### src/rtl/hazard_stall_ctrl.sv
// Pipeline stall/flush controller: load-use bubbles, split I/D cache-miss freezes,
// branch flushes, repeat-request gating and a saturating stall-cycle counter.
module hazard_stall_ctrl #(
    parameter int CNT_WIDTH = 32
) (
    input  logic                 clk,
    input  logic                 rst,
    input  logic [4:0]           IF_ID_rs1_i,
    input  logic [4:0]           IF_ID_rs2_i,
    input  logic                 IF_ID_uses_rs1_i,
    input  logic                 IF_ID_uses_rs2_i,
    input  logic [4:0]           ID_EX_rd_i,
    input  logic                 ID_EX_mem_read_i,
    input  logic                 branch_taken_i,
    input  logic                 imem_read_i,
    input  logic                 imem_resp_i,
    input  logic                 dmem_read_i,
    input  logic                 dmem_write_i,
    input  logic                 dmem_resp_i,
    output logic                 imem_read_o,
    output logic                 dmem_read_o,
    output logic                 dmem_write_o,
    output logic                 pc_load_o,
    output logic                 IF_ID_load_o,
    output logic                 IF_ID_flush_o,
    output logic                 ID_EX_load_o,
    output logic                 ID_EX_bubble_o,
    output logic                 EX_MEM_load_o,
    output logic                 MEM_WB_load_o,
    output logic [CNT_WIDTH-1:0] stall_cycles_o
);

    typedef enum logic [0:0] {
        ST_RUN  = 1'b0,
        ST_WAIT = 1'b1
    } state_t;

    localparam logic [CNT_WIDTH-1:0] CNT_MAX = {CNT_WIDTH{1'b1}};

    state_t                 state_q, state_d;
    logic                   imem_done_q, imem_done_d;
    logic                   dmem_done_q, dmem_done_d;
    logic [CNT_WIDTH-1:0]   cnt_q, cnt_d;

    logic imem_seen_s, dmem_seen_s;
    logic i_ready_s, d_ready_s, advance_s, load_use_s, cnt_inc_s;

    // Readiness, hazard detection and request gating.
    always_comb begin
        // A resp-seen latch can only be set after a non-advancing cycle, i.e. in WAIT.
        imem_seen_s = imem_done_q & (state_q == ST_WAIT);
        dmem_seen_s = dmem_done_q & (state_q == ST_WAIT);
        i_ready_s   = ~imem_read_i | imem_resp_i | imem_seen_s;
        d_ready_s   = ~(dmem_read_i | dmem_write_i) | dmem_resp_i | dmem_seen_s;
        advance_s   = i_ready_s & d_ready_s & ~rst;
        load_use_s  = ID_EX_mem_read_i & (ID_EX_rd_i != 5'd0) &
                      ((IF_ID_uses_rs1_i & (ID_EX_rd_i == IF_ID_rs1_i)) |
                       (IF_ID_uses_rs2_i & (ID_EX_rd_i == IF_ID_rs2_i)));
        cnt_inc_s   = ~advance_s | (load_use_s & ~branch_taken_i);
        imem_read_o  = imem_read_i  & ~imem_seen_s & ~rst;
        dmem_read_o  = dmem_read_i  & ~dmem_seen_s & ~rst;
        dmem_write_o = dmem_write_i & ~dmem_seen_s & ~rst;
    end

    // Stage enables: freeze beats branch flush beats load-use bubble.
    always_comb begin
        pc_load_o      = 1'b0;
        IF_ID_load_o   = 1'b0;
        IF_ID_flush_o  = 1'b0;
        ID_EX_load_o   = 1'b0;
        ID_EX_bubble_o = 1'b0;
        EX_MEM_load_o  = 1'b0;
        MEM_WB_load_o  = 1'b0;
        if (!advance_s) begin
            pc_load_o = 1'b0;
        end else if (branch_taken_i) begin
            pc_load_o      = 1'b1;
            IF_ID_load_o   = 1'b1;
            IF_ID_flush_o  = 1'b1;
            ID_EX_load_o   = 1'b1;
            ID_EX_bubble_o = 1'b1;
            EX_MEM_load_o  = 1'b1;
            MEM_WB_load_o  = 1'b1;
        end else if (load_use_s) begin
            ID_EX_load_o   = 1'b1;
            ID_EX_bubble_o = 1'b1;
            EX_MEM_load_o  = 1'b1;
            MEM_WB_load_o  = 1'b1;
        end else begin
            pc_load_o      = 1'b1;
            IF_ID_load_o   = 1'b1;
            ID_EX_load_o   = 1'b1;
            EX_MEM_load_o  = 1'b1;
            MEM_WB_load_o  = 1'b1;
        end
    end

    // Next state for resp-seen latches, FSM and stall counter.
    always_comb begin
        imem_done_d = imem_done_q;
        dmem_done_d = dmem_done_q;
        cnt_d       = cnt_q;
        if (advance_s) begin
            imem_done_d = 1'b0;
            dmem_done_d = 1'b0;
        end else begin
            imem_done_d = imem_done_q | imem_resp_i;
            dmem_done_d = dmem_done_q | dmem_resp_i;
        end
        if (cnt_inc_s && (cnt_q != CNT_MAX)) begin
            cnt_d = cnt_q + {{(CNT_WIDTH-1){1'b0}}, 1'b1};
        end else begin
            cnt_d = cnt_q;
        end
        case (advance_s)
            1'b1:    state_d = ST_RUN;
            1'b0:    state_d = ST_WAIT;
            default: state_d = ST_RUN;
        endcase
    end

    // State registers with synchronous reset.
    always_ff @(posedge clk) begin
        if (rst) begin
            state_q     <= ST_RUN;
            imem_done_q <= 1'b0;
            dmem_done_q <= 1'b0;
            cnt_q       <= {CNT_WIDTH{1'b0}};
        end else begin
            state_q     <= state_d;
            imem_done_q <= imem_done_d;
            dmem_done_q <= dmem_done_d;
            cnt_q       <= cnt_d;
        end
    end

    assign stall_cycles_o = cnt_q;

endmodule

### config.mk
export PLATFORM = sky130hd
export DESIGN_NAME = hazard_stall_ctrl
export DESIGN_NICKNAME = d
export VERILOG_FILES = /design/src/rtl/hazard_stall_ctrl.sv
export SDC_FILE = /design/constraint.sdc
export NUM_CORES = 1
export LEC_CHECK = 0
export CELL_PAD_IN_SITES_DETAIL_PLACEMENT = 1
export CELL_PAD_IN_SITES_GLOBAL_PLACEMENT = 2
export CORE_ASPECT_RATIO = 0.5
export CORE_MARGIN = 2
export CORE_UTILIZATION = 27
export DETAILED_ROUTE_END_ITERATION = 10
export MAX_ROUTING_LAYER = met4
export PLACE_DENSITY = 0.88
export SETUP_SLACK_MARGIN = 0.5
export SLEW_MARGIN = 10
export SYNTH_ARGS = -nofsm -noshare
export SYNTH_HDL_FRONTEND = slang
export SYNTH_SLANG_ARGS = --single-unit
### constraint.sdc
create_clock -name clk -period 5.45 [get_ports clk]
set_input_delay 1.09 -clock clk [delete_from_list [all_inputs] [get_ports clk]]
set_output_delay 1.09 -clock clk [all_outputs]
set_load 0.005 [all_outputs]
Word level (Yosys, flattened, before mapping)
Cells that the tools add are included.
{ "op_classes": {"addsub": 1, "eq_ne": 3, "n_mux": 10, "n_bitwise": 31, "reduce_logical": 3} }
{ "op_table": {"columns": ["cell", "count"], "rows": [
  ["32-bit by 1-bit adder with 32-bit output, second input constant", 1],
  ["32-bit != test, second input constant", 1],
  ["1-bit bitwise AND", 15],
  ["5-bit == test", 2],
  ["1-bit 2-to-1 mux", 9],
  ["1-bit bitwise OR", 9],
  ["1-bit NOT", 7],
  ["5-bit nonzero test", 1],
  ["1-bit one-hot mux with 2 select lines", 1],
  ["2-bit OR reduction", 1],
  ["1-bit logical AND", 1]
]} }
{ "word_totals": {"regBits": 35, "in_bits": 26, "output_inout_bits": 42, "elab_cells": 52} }

Depth between registers and ports, before layout
{ "depth": {"depth_word": 9, "ltp_mapped": 10, "ltp_nobuf": 8} }

Least setup slack after synthesis
OpenSTA, ideal clock, no wires.
{ "synth_timing": {"path_type": "input port to output port", "start": "in ID_EX_rd_i[1]", "end": "out pc_load_o", "arrival_ns": 2.343, "required_ns": 4.360, "path_slack_ns": 2.017, "path_stages": 5, "path_buffers": 1, "path_cell_list": "or4_1 o21ai_1 nor2_1 a21oi_2 buf_4"} }
{ "synth_between": {"elab_chain_len": 7, "word_cells_on_any_way": 11, "classes_between": "eq/ne (2); mux (3); bitwise (5); reduce/logical (1)"} }
{ "synth_rtl": {"columns": ["item", "line", "source"], "rows": [
  ["start, declared", "12", "input logic [4:0] ID_EX_rd_i,"],
  ["5-bit == test (on tied branches)", "57, 58", null],
  ["1-bit bitwise AND (on tied branches)", "57, 58", null],
  ["1-bit bitwise OR", "57", "((IF_ID_uses_rs1_i & (ID_EX_rd_i == IF_ID_rs1_i)) |"],
  ["1-bit bitwise AND *", "56", "load_use_s = ID_EX_mem_read_i & (ID_EX_rd_i != 5'd0) &"],
  ["1-bit 2-to-1 mux * (3 in a row)", null, null],
  ["end, declared", "23", "output logic pc_load_o,"]
]} }
Mark *: on every way between the ends. The rest lies on a longest branch, timed or not.

Final worst setup path
{ "layout_timing": {"start": "in ID_EX_rd_i[1]", "end": "out pc_load_o"} }
{ "layout_between": {"elab_chain_len": 7, "word_cells_on_any_way": 11, "classes_between": "eq/ne (2); mux (3); bitwise (5); reduce/logical (1)"} }
{ "layout_rtl": {"columns": ["item", "line", "source"], "rows": [
  ["5-bit == test (on tied branches)", "57, 58", null],
  ["1-bit bitwise AND (on tied branches)", "57, 58", null],
  ["1-bit bitwise OR", "57", null],
  ["1-bit bitwise AND *", "56", null],
  ["1-bit 2-to-1 mux *", "84", "end else if (load_use_s) begin"],
  ["1-bit 2-to-1 mux *", "76", "end else if (branch_taken_i) begin"],
  ["1-bit 2-to-1 mux *", "74", "if (!advance_s) begin"]
]} }
Marks and branches as above.

==> run_results.csv <==
group,metric,value,unit
power,leakagePower,0.915,nW
sta,relSlewSlack,63.5,%
worst_hold_path,whs_path_depth,2,
route,detail-route-antenna-nets,0,
finish,drive_gt1_share,6.71,%
grt,grt_usage,15.4,%
synthesis,syn_inst,247,
grt,antenna_found_initial,0,
synthesis,yosysWarnings,0,
sta,fin_crit_sh,79.0,%
sta,final_max_slew_viol_count,0,
sta,min_period,4.31,ns
sta,max_freq,232,MHz
critical_path,cp_max_fo,11,
floorplanning,die_x,126,um
clock_tree,h-tree-depth,2,
sta,finalHoldViolCount,0,
clock_tree,clk_latency,0.27,ns
clock_tree,clk_pin_slew_worst_paths,0.05,ns
clock_tree,cts_sinks,35,
clock_tree,post-cts-setup-buffers,0,
critical_path,cp.depth,7,
critical_path,crit_required,4.36,ns
critical_path,cpMostUsedCell,"clkdlybuf4s50_1",
route,drt_iter0_markers,85,
floorplanning,ioPinCount,68,
critical_path,crit_type,"primary input to output pin",
sta,tns,0,ns
finish,final_common_cell,"clkdlybuf4s50_1",
synthesis,synth_seq_cells,35,
power,finalPower,624,uW
placed_design,gp_congestion,0.733,
placed_design,numPortBuffers,67,
power,irDropWorstVdd,0.103,mV
placed_design,dp_hpwl,4540,um
floorplanning,die_height,64.8,um
critical_path,cpMaxStageDelayCell,"or4_1",
floorplanning,core_area,7240,sq um
outcome,status,"finished clean",
route,num_vias,2118,
synthesis,synthesis.area,1990,sq um
synthesis,synth.distinct_cells,48,
critical_path,reg2reg_depth,6,
power,p_per_area,217,nW/um^2
grt,grt_use_met3,3.47,%
route,vias_per_cell,5.18,
route,wire_per_inst,14.8,um
critical_path,crit_path_start_kind,"primary input",
clock_tree,ctsHoldBuffers,0,
route,drt_wl_total,6040,um
grt,grt.met2_usage,27.5,%
grt,grt_pass1_wl,10100,um
clock_tree,root_buffer,"clkbuf_16",
finish,area_growth,44.0,%
clock_tree,cts_tree,"yes",
sta,rsz0062_at_grt,"false",
flow_run,maxCapViolCount,0,
sta,max_slew.worst_pin.slew,0.544,ns
critical_path,path_buf_inv,3,
critical_path,cp_slowest_stage_delay,0.53,ns
clock_tree,clockBufferDepth,2,
critical_path,crit_family,"buffers and inverters",
grt,grt_overflow,0,
critical_path,endpoint_kind,"output pin",
finish,final_nets,339,
synthesis,syn_nets,274,
floorplanning,num_rows,22,
critical_path,crit_arrival,3.22,ns
grt,busiest_layer,"met2",
sta,skew,0.00412,ns
route,dr.pass1.iters,4,
floorplanning,die_area,8130,sq um
grt,grt_pass1_vias,2154,
worst_hold_path,hold_path_class,"flop to flop",
sta,setup_violations,0,
synthesis,yosysSeqAreaShare,35.2,%
grt,grt_max_degree,53,
clock_tree,cts_buffers,5,
synthesis,synth_area_per_cell,8.07,sq um
route,drc,0,
critical_path,path_cells,"clkdlybuf4s50_1 > or4_1 > o21ai_1 > nor2_1 > a21oi_2 > buf_4 > clkdlybuf4s50_1",
clock_tree,ctsResizeCount,0,
finish,diodes,0,
finish,final_cell_mix,"67 x clkdlybuf4s50_1, 35 x dfxtp_1, 27 x a21oi_1, 19 x or3_1, 18 x nand2_1",
grt,use_met1,17.9,%
floorplanning,initial_core_util,27.5,%
## state kept, by name, summed over array words and instances (netlist names)
register / flops
imem_done_q: 1
dmem_done_q: 1
stall_cycles_o: 32
state_q: 1
## synthesized netlist by cell type, drive strengths merged
cell     instances  area [sq um]
a21bo            1          10.0
a21oi           28           144
and2             3          18.8
and3             4          25.0
and4             1          8.76
buf              7          55.1
clkbuf           5          18.8
dfxtp           35           701
ha               1          12.5
inv              7          26.3
mux2             1          11.3
mux2i            1          10.0
nand2           18          67.6
nand2b           3          18.8
nand3           13          65.1
nand4            9          62.6
nand4b           1          23.8
nor2            16          62.6
nor2b            2          12.5
nor3             3          15.0
nor4             2          18.8
nor4b            1          15.0
o2111ai          1          8.76
o211ai           4          35.0
o21a             2          15.0
o21ai           22           110
o22ai            2          12.5
o2bb2ai          1          8.76
o31a             1          8.76
o31ai            7          52.6
or2              2          12.5
or3             20           130
or4             11          86.3
or4b             1          13.8
xnor2           10          87.6
xor2             1          8.76
## cell families after synthesis
group / share of synthesized area [%]
flops: 35.2
buf+inv: 5.02
mux: 1.07
fa+ha+maj: 0.628
simple gates: 33.0
compound gates: 20.3
xor+xnor: 4.83
## layer usage
metal / share of wire [%] / vias up
li1: - / 1045
met1: 44 / 1030
met2: 50 / 39
met3: 4.3 / 4
met4: 0.91 / 0
met5: 0 / -
## through the flow
step	hold slack, ns	cells	instance area, sq um	setup slack (ns)	util (%)
CTS	0.488	409	2870	1.12	39.6
global route	0.530	409	2870	1.00	39.6
detailed placement	0.475	401	2730	1.12	37.7
finish	0.482	409	2870	1.14	39.6
global placement	0.456	401	2730	1.15	37.7
floorplan	0.435	247	1990	2.02	-
## worst min-delay path: stages, from the launching register on
cell and delay, ns:
dfxtp_1 0.31, nor2_1 0.08, nor2_1 0.05
## path summary, 6_finish.rpt
path                     startpoint                 end  slack, ns
hold / removal          imem_done_q         imem_done_q       0.48
hold reg to reg         imem_done_q         imem_done_q       0.48
setup / recovery      ID_EX_rd_i[1]           pc_load_o       1.14
setup reg to reg  stall_cycles_o[0]  stall_cycles_o[26]       3.01
## power by group
part | internal [mW] | leakage, nW | switching [mW] | total, mW
registers | 0.261 | 0.283 | 0.00657 | 0.267
clock network | 0.169 | 0.0679 | 0.105 | 0.274
logic | 0.0444 | 0.564 | 0.0388 | 0.0832
total | 0.474 | 0.915 | 0.150 | 0.624
## area by class of cell
type	count	area (sq um)
flip-flops and latches	35	701
clock buffers	7	133
inverters	7	26.3
multi-input cells	193	1190
well taps	96	120
fillers	880	4370
repair buffers	70	693
clock inverters	1	5.00
Note: power is estimated with default switching activity, not from simulation.
